--- config.mk ---
export PLATFORM = sky130hd
export DESIGN_NAME = rf_write_arbiter
export DESIGN_NICKNAME = d
export VERILOG_FILES = /design/src/rtl/rf_write_arbiter.sv
export SDC_FILE = /design/constraint.sdc
export NUM_CORES = 1
export LEC_CHECK = 0
export ABC_CLOCK_PERIOD_IN_PS = 4240
export BUFFER_PORTS_ARGS = -buffer_cell sky130_fd_sc_hd__buf_4
export CORE_MARGIN = 2
export CORE_UTILIZATION = 40
export CTS_BUF_LIST = sky130_fd_sc_hd__clkbuf_8 sky130_fd_sc_hd__clkbuf_16
export CTS_CLUSTER_SIZE = 28
export DETAILED_ROUTE_END_ITERATION = 7
export HOLD_SLACK_MARGIN = 0.03
export PLACE_DENSITY = 0.75
export SKIP_CTS_REPAIR_TIMING = 1
export SKIP_LAST_GASP = 1
export SLEW_MARGIN = 25
export SYNTH_ARGS = -nofsm -noshare
export SYNTH_HDL_FRONTEND = slang
export SYNTH_SLANG_ARGS = --single-unit
export TNS_END_PERCENT = 1
--- constraint.sdc ---
create_clock -name clk_i -period 4.24 [get_ports clk_i]
set_input_delay 0.848 -clock clk_i [delete_from_list [all_inputs] [get_ports clk_i]]
set_output_delay 0.848 -clock clk_i [all_outputs]
set_load 0.005 [all_outputs]
--- src/rtl/rf_write_arbiter.sv ---
// Round-robin arbiter sharing the register-file write port among NUM_REQ writeback
// sources, with one registered write stage, halt freeze and a pending-write bitmap.
module rf_write_arbiter #(
    parameter int XLEN    = 32,
    parameter int NUM_REQ = 2,
    parameter int ADDR_W  = $clog2(XLEN),
    localparam int IDX_W  = $clog2(NUM_REQ)
) (
    input  logic                      clk_i,
    input  logic                      rst_i,
    input  logic                      halt_i,
    input  logic                      flush_i,
    input  logic [NUM_REQ-1:0]        req_valid_i,
    input  logic [NUM_REQ*ADDR_W-1:0] req_addr_i,
    input  logic [NUM_REQ*XLEN-1:0]   req_data_i,
    output logic [NUM_REQ-1:0]        req_ready_o,
    output logic                      rf_we_o,
    output logic [ADDR_W-1:0]         rf_waddr_o,
    output logic [XLEN-1:0]           rf_wdata_o,
    output logic [IDX_W-1:0]          grant_idx_o,
    output logic [XLEN-1:0]           pending_o
);

    logic [IDX_W-1:0]  ptr_q, ptr_d;
    logic              stage_valid_q, stage_valid_d;
    logic [ADDR_W-1:0] stage_addr_q, stage_addr_d;
    logic [XLEN-1:0]   stage_data_q, stage_data_d;
    logic [IDX_W-1:0]  stage_idx_q, stage_idx_d;

    logic              grant_found;
    logic              grant_en;
    logic [IDX_W-1:0]  grant_idx;
    logic [IDX_W:0]    cand_sum;
    logic [ADDR_W-1:0] sel_addr;
    logic [XLEN-1:0]   sel_data;

    // Scan upward from the RR pointer, wrapping modulo NUM_REQ; first valid wins.
    always_comb begin
        grant_found = 1'b0;
        grant_idx   = '0;
        cand_sum    = '0;
        for (int unsigned i = 0; i < NUM_REQ; i++) begin
            cand_sum = {1'b0, ptr_q} + (IDX_W+1)'(i);
            if (cand_sum >= (IDX_W+1)'(NUM_REQ)) begin
                cand_sum = cand_sum - (IDX_W+1)'(NUM_REQ);
            end
            if (!grant_found && req_valid_i[cand_sum[IDX_W-1:0]]) begin
                grant_found = 1'b1;
                grant_idx   = cand_sum[IDX_W-1:0];
            end
        end
    end

    always_comb begin
        sel_addr = '0;
        sel_data = '0;
        for (int unsigned i = 0; i < NUM_REQ; i++) begin
            if (grant_idx == IDX_W'(i)) begin
                sel_addr = req_addr_i[i*ADDR_W +: ADDR_W];
                sel_data = req_data_i[i*XLEN +: XLEN];
            end
        end
    end

    assign grant_en = grant_found & ~(rst_i | halt_i | flush_i);

    always_comb begin
        req_ready_o = '0;
        if (grant_en) begin
            req_ready_o[grant_idx] = 1'b1;
        end
    end

    // A valid stage drains every non-halted cycle; a grant to x0 loads but stays invalid.
    always_comb begin
        ptr_d         = ptr_q;
        stage_valid_d = stage_valid_q;
        stage_addr_d  = stage_addr_q;
        stage_data_d  = stage_data_q;
        stage_idx_d   = stage_idx_q;
        if (!halt_i) begin
            if (grant_en) begin
                stage_valid_d = (sel_addr != '0);
                stage_addr_d  = sel_addr;
                stage_data_d  = sel_data;
                stage_idx_d   = grant_idx;
                ptr_d         = (grant_idx == IDX_W'(NUM_REQ - 1)) ? '0 : grant_idx + 1'b1;
            end else begin
                stage_valid_d = 1'b0;
            end
        end
    end

    always_ff @(posedge clk_i) begin
        if (rst_i) begin
            ptr_q         <= '0;
            stage_valid_q <= 1'b0;
            stage_addr_q  <= '0;
            stage_data_q  <= '0;
            stage_idx_q   <= '0;
        end else begin
            ptr_q         <= ptr_d;
            stage_valid_q <= stage_valid_d;
            stage_addr_q  <= stage_addr_d;
            stage_data_q  <= stage_data_d;
            stage_idx_q   <= stage_idx_d;
        end
    end

    // Write enable is masked during reset so an uncommitted entry never reaches the file.
    assign rf_we_o     = stage_valid_q & ~rst_i;
    assign rf_waddr_o  = stage_addr_q;
    assign rf_wdata_o  = stage_data_q;
    assign grant_idx_o = stage_idx_q;

    always_comb begin
        pending_o = '0;
        if (rf_we_o) begin
            pending_o[stage_addr_q] = 1'b1;
        end
    end

endmodule

==> run summary <==
CTS Buf Count: 5
Final nets: 498
Critical R2R Capture: rf_waddr_o[1]
Hold WS: 0.522 ns
Mapped Cells: 294
CP Class: in2out
unrepaired setup endpoints after global routing: false
total negative setup slack: 0 ns
TritonRoute pass-1 iters: 4
Site Rows: 28
critical path's top delay family: simple AND/OR/NAND/NOR gates
H-tree depth: 2
Critical Path End Type: output pin
final setup violating endpoints: 0
DRT met1 WL: 3.21 mm
Netlist cell types: 28
status: completed
Detailed Place HPWL: 5.33 mm
Hold Fails Final Rpt: 0
Hold Path Class: reg2reg
peak supply drop: 0.176 mV
PwrDens: 265 nW/um2
Tcrit/Tclk final: 75.1%
global placement routability congestion: 0.815
clk buf depth: 2
wire per inst: 15.8 um
GRT overflow: 0
CP arrival: 2.33 ns
Ports: 153
max layer used: met4
flops & latches, synth: 40
initial antenna violation count: 0
worst clock skew: 0.00360 ns
worst r2r src: ptr_q
FMAX: 0.314 GHz
initial core utilization: 41.7%
TritonCTS clock tree: built
YS warnings: 0
Worst Tran Pin Value: 1.05 ns
Iteration-0 DRC Markers: 122
die span in x: 83.0 um
die area: 6890 um2
wirelength, routed: 7.79 mm
Synth Flop Type: dfxtp_1
Worst R2R Path Depth: 4
Die Ht: 83.0 um
WL met2: 3.77 mm
largest net degree at the start of global routing: 77
# diodes: 0
Skew-Pair Late Insertion Delay: 0.29 ns
Crit path depth: 5
Post-Syn Nets: 374
CP cell instances: buf_4 -> nor2b_1 -> or3b_1 -> nor2_1 -> buf_4
first-pass GRT wire length: 12.9 mm
Hold Startpoint: rf_wdata_o[25]
DR vias: 2731
CP most frequent cell: buf_4
number of flops mapped to enable cells by yosys: 0
hold worst-path end: rf_wdata_o[25]
FF-to-FF setup slack: 2.73 ns
synthesized area: 2500 um2
residual DRC count: 0
most common cell after layout, fill and taps aside: buf_4
CP max stage cell: or3b_1
Max FO, Critical Path: 43
IO Port Bufs: 152
core area: 5990 um2
Max-Slew Margin vs Limit: 29.7%
area of the multi-input gates: 1520 um2
most frequent cells in the layout: buf_4 (156), nand3b_1 (43), dfxtp_1 (40)
Startpoint Class: input port
WHS Path Cells: 2
Lkg Pwr: 1.45 nW
Seq. cell area: 801 um2
metal3 WL: 732 um
synth-to-layout area growth: 48.4%
Max stage delay on crit path: 0.54 ns
CP required: 3.39 ns
vias in the first global route: 2723
Routed Antenna Nets: 0
ys async rst share: 0%
Vias/cell: 5.53
fin crit period: 3.18 ns
GRT Resource Usage Total: 22.1%
Bufs and invs on worst path: 2
final slew viol count: 0
Worst-path clk slew: 0.08 ns
layout cells sized above 1: 47.3%
fillcell total: 532
# clock sinks: 40
CTS root buf: clkbuf_8
max-cap violations: 0
post-synthesis sequential area ratio: 32.1%
Mean Syn Cell Area: 8.49 um2
## metal layers
layer  global-route usage (%)  vias to the layer above
li1                         -                     1350
met1                     27.6                     1263
met2                     35.9                      112
met3                     8.65                        6
met4                     5.37                        0
met5                        0                        -
## area by class of cell
class,count,share of cell area [%]
multi-input combinational,214,41.1
timing repair buffer,156,31.6
sequential,40,21.6
tap,75,2.53
clock buffer,5,1.86
clock inverter,3,1.15
inverter,1,0.101
## worst reg2reg max path: cells and delay by family, from the launching register on
family,cells,cell delay [ns]
compound gates,2,0.50
buf+inv,1,0.47
flops,1,0.34
simple gates,1,0.11
## logic make-up after synthesis
logic type      after synthesis  synth area share, %
compound gates              118                 37.5
simple gates                 96                 23.0
flops                        40                 32.1
buf+inv                      40                 7.47
## stage by stage
stage / utilization [%] / total power [mW] / cells / setup WS (ns) / area [um2]
final: 61.8 / 0.980 / 494 / 1.06 / 3700
after CTS: 61.8 / 0.989 / 494 / 1.05 / 3700
after global placement: 60.0 / 0.673 / 486 / 1.13 / 3590
after detailed placement: 60.0 / 0.676 / 486 / 1.05 / 3590
after global routing: 61.8 / 1.03 / 494 / 0.889 / 3700
after floorplan: - / 0.561 / 294 / 1.57 / 2500
## worst max-delay path by stage
stage,slack (ns),startpoint,to
final,1.06,rst_i,pending_o[16]
after global routing,0.89,rst_i,pending_o[16]
after CTS,1.05,rst_i,pending_o[16]
after detailed placement,1.05,rst_i,pending_o[16]
after global placement,1.13,rst_i,pending_o[0]
after floorplan,1.57,rst_i,pending_o[0]
## state kept, by name, indices dropped and copies added, names as in the netlist
name,count
rf_wdata_o,32
rf_waddr_o,5
ptr_q,1
stage_valid_q,1
grant_idx_o,1
## cell usage after synthesis, types with 2 or more instances
cell type,number,share of area (%)
o21ai_0,37,7.4
nor3b_1,2,0.60
nor2_1,34,5.1
a21oi_1,39,7.8
clkbuf_1,26,3.9
a211o_1,2,0.70
nand3b_1,43,13
or3_1,2,0.50
or3b_1,3,1.1
nand2_1,2,0.30
buf_2,5,1.0
a311oi_1,7,2.5
a311oi_2,30,18
nand3_1,2,0.40
nor4_1,2,0.50
buf_1,4,0.60
buf_6,4,1.8
dfxtp_1,40,32
## power by group
group	leakage [nW]	internal, mW	switching [mW]
clock network	0.0541	0.174	0.139
logic	1.06	0.130	0.119
registers	0.329	0.400	0.0178
No activity file was read; power rests on OpenSTA's default activity.
